[src/rtl/request_encoder.sv]
// rtl/request_encoder.sv - registered 8-to-3 multi-hot request encoder, one code per set bit, LSB first
module request_encoder #(
    parameter int N = 8,
    parameter int W = 3
) (
    input  logic         clk,
    input  logic         reset,
    input  logic [N-1:0] in_bits,
    input  logic         in_valid,
    output logic         in_ready,
    output logic [W-1:0] out_code,
    output logic         out_valid,
    input  logic         out_ready,
    output logic         out_last,
    output logic         empty_pulse
);

    typedef enum logic {
        IDLE,
        EMIT
    } state_t;

    state_t       state, state_n;
    logic [N-1:0] pending, pending_n;
    logic [N-1:0] remaining;
    logic [W-1:0] code_n;
    logic         valid_n, last_n, empty_n;

    function automatic logic [W-1:0] lowest_index(input logic [N-1:0] v);
        lowest_index = '0;
        for (int i = N - 1; i >= 0; i--) begin
            if (v[i]) lowest_index = W'(i);
        end
    endfunction

    function automatic logic single_bit(input logic [N-1:0] v);
        single_bit = (v != '0) && ((v & (v - N'(1))) == '0);
    endfunction

    assign in_ready  = (state == IDLE);
    // the bit being handed over this cycle is always the one out_code names
    assign remaining = pending & ~({{(N-1){1'b0}}, 1'b1} << out_code);

    always_comb begin
        state_n   = state;
        pending_n = pending;
        code_n    = out_code;
        valid_n   = out_valid;
        last_n    = out_last;
        empty_n   = 1'b0;
        case (state)
            IDLE: begin
                if (in_valid) begin
                    if (in_bits != '0) begin
                        pending_n = in_bits;
                        code_n    = lowest_index(in_bits);
                        valid_n   = 1'b1;
                        last_n    = single_bit(in_bits);
                        state_n   = EMIT;
                    end else begin
                        empty_n = 1'b1;
                    end
                end
            end
            EMIT: begin
                if (out_valid && out_ready) begin
                    pending_n = remaining;
                    if (remaining != '0) begin
                        code_n = lowest_index(remaining);
                        last_n = single_bit(remaining);
                    end else begin
                        code_n  = '0;
                        valid_n = 1'b0;
                        last_n  = 1'b0;
                        state_n = IDLE;
                    end
                end
            end
            default: state_n = IDLE;
        endcase
    end

    always_ff @(posedge clk or posedge reset) begin
        if (reset) begin
            state       <= IDLE;
            pending     <= '0;
            out_code    <= '0;
            out_valid   <= 1'b0;
            out_last    <= 1'b0;
            empty_pulse <= 1'b0;
        end else begin
            state       <= state_n;
            pending     <= pending_n;
            out_code    <= code_n;
            out_valid   <= valid_n;
            out_last    <= last_n;
            empty_pulse <= empty_n;
        end
    end

endmodule

[config.mk]
export PLATFORM = sky130hd
export DESIGN_NAME = request_encoder
export DESIGN_NICKNAME = d
export VERILOG_FILES = /design/src/rtl/request_encoder.sv
export SDC_FILE = /design/constraint.sdc
export NUM_CORES = 1
export LEC_CHECK = 0
export ABC_CLOCK_PERIOD_IN_PS = 5600
export BUFFER_PORTS_ARGS = -buffer_cell sky130_fd_sc_hd__buf_4
export CORE_MARGIN = 2
export CORE_UTILIZATION = 60
export DETAILED_ROUTE_END_ITERATION = 7
export PLACE_DENSITY = 0.9
export SLEW_MARGIN = 10
export SYNTH_ARGS = -nofsm -noshare
export SYNTH_HDL_FRONTEND = slang
export SYNTH_SLANG_ARGS = --single-unit
[constraint.sdc]
create_clock -name clk -period 5.6 [get_ports clk]
set_input_delay 1.12 -clock clk [delete_from_list [all_inputs] [get_ports clk]]
set_output_delay 1.12 -clock clk [all_outputs]
set_load 0.005 [all_outputs]
==> metrics.txt, run 1 <==
Max Cap Viol=0; FP Rows=16; Die ar.=around 2400 um2; Avg Inst Size Synth=7.81 um2; Reg2Reg Depth=5; final slew viol count=0; Mapped Area=about 1200 um2; critical path's slowest cell=o21bai_1; vias in the first global route=roughly 1200; post-route antenna net violation count=0; Die Span Y=about 49 um; GR peak layer=met2; CTS buffer count=3; number of I/O port buffers=18; crit path launch type=primary input; TNS Setup=0 ns; first-pass iteration count of the detailed router=4; HPWL Detailed=2360 um; area of the multi-input gates=between 700 and 800 um2; worst clock skew=around 0.0028 ns; clock transition at the registers of the reported paths=roughly 0.090 ns; DR iter-0 viols=73; minimum clock period=2.83 ns; hold buffers post-CTS=0; Final setup viols=0; CP Data Required Time=between 5 and 6 ns; Final Hold Vio Count=0; Hold WC Path Type=register to register; RSZ-0062 raised after global routing=false; final WL=approximately 3100 um; endpoint class of the critical path=register; total congestion overflow=0; Tightest Pin Transition=around 1.2 ns; M3 GR Usage=3.09%; Layout Nets=179; H-tree levels=1; GPL Wtd Cong=a little over 0.9; core area=1920 um2; leading cell type in the layout, fill and taps excluded=nand2_1; register bit total from synthesis=15; post-CTS setup buffers=0; Post-DP Area=1320 um2; clk root buf=clkbuf_4; Area Growth Syn to Fin=12.3%; Via density=approximately 6.7; first-pass GRT wire length=~5300 um; Post-synth EDFFs=0; Slew headroom=about a fifth; P_leak=about 0.6 nW; CP Max Fanout=18; TritonCTS Sinks=15; f_max=roughly 0.35 GHz; Reg area=between 300 and 400 um2; commonest cells after routing, fill and taps aside=nand2_1, nor2_1, buf_4; Max clock buf depth=2; antenna cells=0; asr flop ratio synth=100%; Cells on Worst Hold Path=2; share of layout cells above drive strength 1=roughly a fifth; Die Wd=48.8 um; DR vias=~1300; worst stage delay on the critical path=about 0.57 ns; Synth cell types=51; GR Util met2=49.3%; worst vdd ir=0.340 mV; pwr dens=between 500 and 600 nW/um2; Ports=19; Clock Latency Late Sink=0.28 ns; Post-Syn Instances=roughly 150; fin crit share=around half; WP data arrival=3.00 ns; Syn Nets=approximately 170; critical path type=primary input to register; gr usage total=around 28%; Seq/Total Area, Yosys=between 30% and 40%; CTS tree=built; DRC Markers=0; leading area contributor after synthesis=dfrtp_1; Post-CTS Resized=0; synth warn=0; Design Area, Final=~1400 um2; top cells by area, synth=dfrtp_1, nand2_1, nor2_1; worst-path cell chain=buf_4, nor2b_1, a21boi_1, o21bai_1, nand2_1, a22o_1; status=finished, final reports clean; share of the synthesized area in the top cell type=between 30% and 40%; pin count of the biggest net entering global routing=19; fillers=about 150; wire per inst=between 15 and 20 um; met1 GRT Util=between 30% and 40%; top_reg_cell synth=dfrtp_1; initial core utilization=a little over three fifths; initial antenna violation count=0
synth_stat cells, drive strengths merged, types with 2 or more instances:
cell,instances
nand3b,2
nor2,18
dfrtp,15
a211oi,2
nand3,3
nor2b,3
buf,4
nor3,4
o2111ai,2
a22o,5
inv,5
nand2,19
o21ai,10
a21boi,2
a21o,2
nor4,2
a31oi,3
a21oi,12
mux2,2
or2,4
nand2b,6
clkbuf,6
where the power goes:
group | switching [W] | leakage, nW | internal, W
combinational | 0.000204 | 0.396 | 0.000200
sequential | 0.000100 | 0.184 | 0.000149
clock | 0.0000351 | 0.0177 | 0.0000265
layer usage:
| layer | part of all wire [%] | wire length [um] |
|---|---|---|
| met5 | 0 | 0 |
| met2 | 50 | 1560 |
| met3 | 8.4 | 262 |
| met1 | 39 | 1220 |
| met4 | 2.8 | 88 |
metrics by stage:
stage | worst slack (ns) | std cells | total power (W) | hold WS (ns) | util, %
final | 2.77 | 193 | 0.000716 | 0.555 | 70.2
after CTS | 2.82 | 193 | 0.000708 | 0.553 | 70.2
after floorplan | 3.02 | 154 | 0.000540 | 0.505 | -
after global placement | 2.70 | 189 | 0.000623 | 0.509 | 68.8
after global routing | 2.61 | 193 | 0.000770 | 0.584 | 70.2
after detailed placement | 2.54 | 189 | 0.000646 | 0.520 | 68.8
worst max-delay path: cells and delay by family:
kind / cells / cell delay [ns]
buffers and inverters: 1 / 0.08
AOI/OAI and AO/OA: 3 / 1.17
and+or+nand+nor: 2 / 0.62
state kept, by name (all words and copies together) (netlist names):
register and count:
empty_pulse 1, out_code 3, out_last 1, out_valid 1, pending 8, state 1
cell families (layout without fill, tap and decap cells):
group           Yosys count  in the layout  synth area share [%]
mux                       3              3                  2.71
buf+inv                  15             27                  5.62
compound gates           55             55                  32.8
flops                    15             15                  31.2
xor+xnor                  1              1                 0.729
simple gates             65             65                  27.0
cell type report:
class / instances / area share (%)
repair buffers: 18 / 10.0
clock inverters: 1 / 0.371
clock buffers: 3 / 1.67
well taps: 27 / 2.50
multi-input cells: 124 / 56.3
flip-flops and latches: 15 / 27.8
inverters: 5 / 1.39
worst paths after layout:
path,startpoint,endpoint,slack [ns]
max in group asynchronous,reset,pending[0],4.33
max reg2reg,state,pending[5],3.05
min,out_valid,out_valid,0.56
max,in_valid,pending[5],2.77
min in group asynchronous,reset,out_valid,0.89
min reg2reg,out_valid,out_valid,0.56
Note: power is estimated with default switching activity, not from simulation.
==> run 2: changes to the inputs <==
--- a/config.mk
+++ b/config.mk
@@ -5,12 +5,12 @@
 export SDC_FILE = /design/constraint.sdc
 export NUM_CORES = 1
 export LEC_CHECK = 0
-export ABC_CLOCK_PERIOD_IN_PS = 5600
+export ABC_CLOCK_PERIOD_IN_PS = 2730
 export BUFFER_PORTS_ARGS = -buffer_cell sky130_fd_sc_hd__buf_4
 export CORE_MARGIN = 2
-export CORE_UTILIZATION = 60
+export CORE_UTILIZATION = 56
 export DETAILED_ROUTE_END_ITERATION = 7
-export PLACE_DENSITY = 0.9
+export PLACE_DENSITY = 0.85
 export SLEW_MARGIN = 10
 export SYNTH_ARGS = -nofsm -noshare
 export SYNTH_HDL_FRONTEND = slang
==> constraint.sdc (replaced) <==
create_clock -name clk -period 2.73 [get_ports clk]
set_input_delay 0.546 -clock clk [delete_from_list [all_inputs] [get_ports clk]]
set_output_delay 0.546 -clock clk [all_outputs]
set_load 0.005 [all_outputs]
==> run 2 against run 1 <==
Critical path depth unchanged; setup slack worse by 2.3 ns; total power up 110%; routed wire length down 0.13%; first-iteration DRC count down 1.4%; sequential cell count unchanged; clock-buffer cell count unchanged; register-to-register slack worse by 2.6 ns; non-clock buffer count up 4; clock power up 110%; largest cell class unchanged.
==> metrics.txt, run 2 (same netlist as run 1, synthesis figures left out) <==
f_max=0.441 GHz; GPL Wtd Cong=approximately 0.90; final slew viol count=0; Die ar.=~2500 um2; H-tree levels=1; antenna cells=0; P_leak=approximately 0.6 nW; fillers=approximately 180; pwr dens=around 1100 nW/um2; DR iter-0 viols=slightly above 70; CTS tree=built; worst vdd ir=roughly 0.64 mV; crit path launch type=register; gr usage total=between 20% and 30%; total congestion overflow=0; Max Cap Viol=0; Clock Latency Late Sink=0.30 ns; DRC Markers=0; reg2reg start=out_code[1]; initial core utilization=approximately three fifths; fin util=between 60% and 70%; Area Growth Syn to Fin=14.8%; area of the multi-input gates=about 760 um2; max reg flops=8; clock transition at the registers of the reported paths=0.10 ns; Reg area=between 300 and 400 um2; hold buffers post-CTS=0; Via density=6.37; Die Span Y=50.3 um; number of I/O port buffers=18; HPWL Detailed=~2300 um; minimum clock period=between 2 and 2.5 ns; Max clock buf depth=2; share of layout cells above drive strength 1=between 20% and 30%; worst clock skew=0.00926 ns; Post-CTS Resized=0; endpoint class of the critical path=register; status=finished, final reports clean; FP Rows=16; initial antenna violation count=0; largest register by flop count=pending; final WL=3130 um; Slew headroom=23.5%; commonest cells after routing, fill and taps aside=buf_4, nand2_1, nor2_1; Layout Nets=183; first-pass iteration count of the detailed router=4; post-route antenna net violation count=0; Post-DP Area=about 1400 um2; Reg2Reg Depth=6; Ports=19; post-CTS setup buffers=0; Final Hold Vio Count=0; fin crit share=between 80% and 90%; Hold WC Path Type=primary input to async pin; WP data arrival=approximately 2.5 ns; worst r2r dst=out_last; Final setup viols=0; vias in the first global route=between 1000 and 1500; core area=around 2000 um2; DR vias=roughly 1300; Setup crit start=out_code[1]; Design Area, Final=1380 um2; r2r setup slk=~0.46 ns; wire per inst=roughly 16 um; leading cell type in the layout, fill and taps excluded=buf_4; Tightest Pin Transition=about 1.1 ns; TNS Setup=0 ns; RSZ-0062 raised after global routing=false; CTS buffer count=3; CP Data Required Time=2.94 ns; TritonCTS Sinks=15; first-pass GRT wire length=around 5200 um; CP Max Fanout=17; critical path type=register to register; pin count of the biggest net entering global routing=19; Die Wd=around 50 um; clk root buf=clkbuf_4; top flop regs=pending: 8 flops, out_code: 3 flops
## run 2: cell types whose count changed in the layout (fill, tap and decap cells not counted), sizes merged
cell  delta
buf      +4
## run 2: final cells by class
type | count | area share, %
multi-input combinational | 124 | 55.0
timing repair buffer | 22 | 12.0
inverter | 5 | 1.36
sequential | 15 | 27.2
clock inverter | 1 | 0.363
tap | 27 | 2.45
clock buffer | 3 | 1.63
## run 2: stage by stage
stage	instances	hold WS (ns)	total power, W	setup WS, ns
2_1_floorplan	154	0.447	0.00111	0.725
3_3_place_gp	193	0.507	0.00130	0.436
3_5_place_dp	193	0.544	0.00133	0.426
4_1_cts	197	0.324	0.00146	0.475
5_1_grt	197	0.370	0.00159	0.346
6_report	197	0.305	0.00148	0.461
## run 2: critical path, cell delays in order, from the launching register on
cell and delay [ns]:
dfrtp_1 0.68, or4b_1 0.48, o211a_2 0.17, or2_4 0.25, o32ai_1 0.29, o2111ai_1 0.16
o211ai_1 0.17
## run 2: layer usage
layer  track usage (%)  routed length (um)  share of wire [%]  vias up
li1                  -                   -                  -      605
met1              33.3                1420                 45      592
met4              14.0                  78                2.5        0
met3              1.79                 150                4.8        7
met2              47.8                1480                 47       51
met5                 0                   0                  0        -
## run 2: report_power, final
part	switching (W)	total, W	internal, W
registers	0.000176	0.000482	0.000306
clock network	0.0000778	0.000132	0.0000547
logic	0.000433	0.000863	0.000430
## run 2: worst max path at each step
| stage | endpoint | slack, ns |
|---|---|---|
| floorplan | out_code[1] | 0.72 |
| global placement | pending[2] | 0.44 |
| detailed placement | pending[2] | 0.43 |
| CTS | out_last | 0.48 |
| global route | out_last | 0.35 |
| finish | out_last | 0.46 |
==> run 3: changes to the inputs <==
--- a/config.mk
+++ b/config.mk
@@ -5,12 +5,12 @@
 export SDC_FILE = /design/constraint.sdc
 export NUM_CORES = 1
 export LEC_CHECK = 0
-export ABC_CLOCK_PERIOD_IN_PS = 2730
+export ABC_CLOCK_PERIOD_IN_PS = 2000
 export BUFFER_PORTS_ARGS = -buffer_cell sky130_fd_sc_hd__buf_4
 export CORE_MARGIN = 2
-export CORE_UTILIZATION = 56
+export CORE_UTILIZATION = 50
 export DETAILED_ROUTE_END_ITERATION = 7
-export PLACE_DENSITY = 0.85
+export PLACE_DENSITY = 0.81
 export SLEW_MARGIN = 10
 export SYNTH_ARGS = -nofsm -noshare
 export SYNTH_HDL_FRONTEND = slang
==> constraint.sdc (replaced) <==
create_clock -name clk -period 2 [get_ports clk]
set_input_delay 0.4 -clock clk [delete_from_list [all_inputs] [get_ports clk]]
set_output_delay 0.4 -clock clk [all_outputs]
set_load 0.005 [all_outputs]
==> run 3 against run 2 <==
Sequential power is 17% higher; largest power group unchanged; die area is 11% higher; critical path depth stayed put; global-route usage is 0.34 points lower; non-clock buffer count is 8 higher; clock power is 38% higher.
==> metrics.txt, run 3 (same netlist as run 1, synthesis figures left out) <==
status=finished, final reports clean; final slew viol count=0; Placed Cells incl. Taps=slightly above 200; switching share of total power=a little under half; Clk pwr share=around 8.4%; DR iter-0 viols=54; pre-CTS setup slack=~0.0016 ns; crit path launch type=register; worst-path cell chain=or4b_4, o211a_4, or2_4, o32ai_1, o2111ai_1, o211ai_1; post-route antenna net violation count=0; total congestion overflow=0; worst stage delay on the critical path=between 0.5 and 0.6 ns; Post-Layout Cell Count=206; TritonCTS Sinks=15; Die ar.=about 2800 um2; critical path's slowest cell=or4b_4; CTS buffer count=3; FP Rows=17; GR Util met2=between 40% and 50%; first-pass iteration count of the detailed router=5; share of layout cells above drive strength 1=between 20% and 30%; H-tree levels=1; gr usage total=a little over a quarter; Final setup viols=0; Layout Nets=191; WP data arrival=about 2.2 ns; Ports=19; worst clock skew=0.00487 ns; Max clock buf depth=2; critical path type=register to register; vias in the first global route=roughly 1200; post-CTS setup buffers=0; Hold WC Path Type=primary input to async pin; minimum clock period=1.96 ns; final WL=3310 um; fin crit share=between 90 and 100%; CP delay by family, top=simple AND/OR/NAND/NOR gates; P_leak=~0.66 nW; GR peak layer=met2; hold buffers post-CTS=0; commonest cells after routing, fill and taps aside=buf_4, nand2_1, nor2_1; HPWL Detailed=approximately 2400 um; top flop regs=pending: 8 flops, out_code: 3 flops; wire per inst=16.1 um; Die Wd=between 50 and 60 um; Slew headroom=between 50 and 60%; max reg flops=8; DRC Markers=0; CP Max Fanout=3; Tightest Pin Transition=~0.62 ns; Via density=6.33; met1 GRT Util=about 37%; leading cell type in the layout, fill and taps excluded=buf_4; Int Power=between 0.001 and 0.0015 W; Area Growth Syn to Fin=22.3%; reg2reg start=pending[3]; first-pass GRT wire length=5490 um; pwr dens=approximately 1500 nW/um2; CTS tree=built; Max Cap Viol=0; crit path buf inv count=0; DR vias=approximately 1300; Clock Latency Late Sink=slightly below 0.3 ns; Setup crit start=pending[3]; M3 GR Usage=under 10%; RSZ-0062 raised after global routing=true; core area=~2200 um2; register share of total power=26.0%; endpoint class of the critical path=register; Die Span Y=approximately 53 um; number of I/O port buffers=18; largest register by flop count=pending; antenna cells=0; CP Data Required Time=2.22 ns; Net Switching=a little under 0.001 W; initial core utilization=between 50 and 60%; final worst setup slack=~0.04 ns; Logic pwr share=between 60% and 70%; worst vdd ir=0.852 mV; pin count of the biggest net entering global routing=19; clk root buf=clkbuf_4; Final Hold Vio Count=0; f_max=approximately 0.51 GHz; GPL Wtd Cong=~0.9; clock transition at the registers of the reported paths=approximately 0.10 ns; initial antenna violation count=0
run 3: cell types whose count changed in the layout (fill, tap and decap cells not counted):
cell	before	now
or4b_4	0	1
buf_4	22	29
or4b_1	1	0
o211a_4	0	1
o211a_2	1	0
buf_12	0	1
o21ai_0	7	6
o21ai_1	3	4
a211oi_1	2	1
a211oi_2	0	1
run 3: worst paths after layout:
check | end | slack (ns) | cells after the start
hold / removal | pending[2] | 0.17 | 2
max in group asynchronous | out_code[1] | 1.42 | 2
setup / recovery | out_last | 0.04 | 6
setup reg to reg | out_last | 0.04 | 6
min in group clk | pending[6] | 0.35 | 2
hold reg to reg | out_valid | 0.55 | 2
run 3: power by group through the flow:
stage	clock, W	sequential [W]	combinational [W]
after floorplan	0	0.000523	0.000987
after global placement	0	0.000549	0.00132
after detailed placement	0	0.000559	0.00136
after CTS	0.000182	0.000556	0.00138
after global routing	0.000191	0.000583	0.00155
final	0.000182	0.000562	0.00142
run 3: worst reg2reg max path: stages, from the launching register on:
cell,delay [ns]
dfrtp_1,0.39
or4b_4,0.53
o211a_4,0.16
or2_4,0.24
o32ai_1,0.30
o2111ai_1,0.16
o211ai_1,0.10
run 3: stage by stage:
step           total power (W)  setup TNS (ns)  utilization (%)  hold slack [ns]  area (um2)
4_1_cts                0.00211               0             65.3            0.193        1460
3_3_place_gp           0.00187               0             63.9            0.493        1430
5_1_grt                0.00232         -0.0177             65.8            0.227        1470
3_5_place_dp           0.00192               0             63.9            0.511        1430
6_report               0.00216               0             65.8            0.175        1470
2_1_floorplan          0.00151               0                -            0.301        1200
run 3: per-layer routing:
layer / wire [um] / part of all wire (%)
met2: 1560 / 47
met1: 1420 / 43
met5: 0 / 0
met3: 271 / 8.2
met4: 60 / 1.8
run 3: layout make-up:
type	instances	area, um2
Inverter	5	18.8
Tap cell	28	35.0
Multi-Input combinational cell	124	776
Timing Repair Buffer	30	238
Clock inverter	1	5.00
Clock buffer	3	22.5
Sequential cell	15	375
Fill cell	197	763
run 3: repair_timing:
action / CTS / global route
endpoints found under the setup margin: 1 / 2
resized for setup: 1 / 3
pin swaps: 0 / 2
gates cloned: 0 / 0
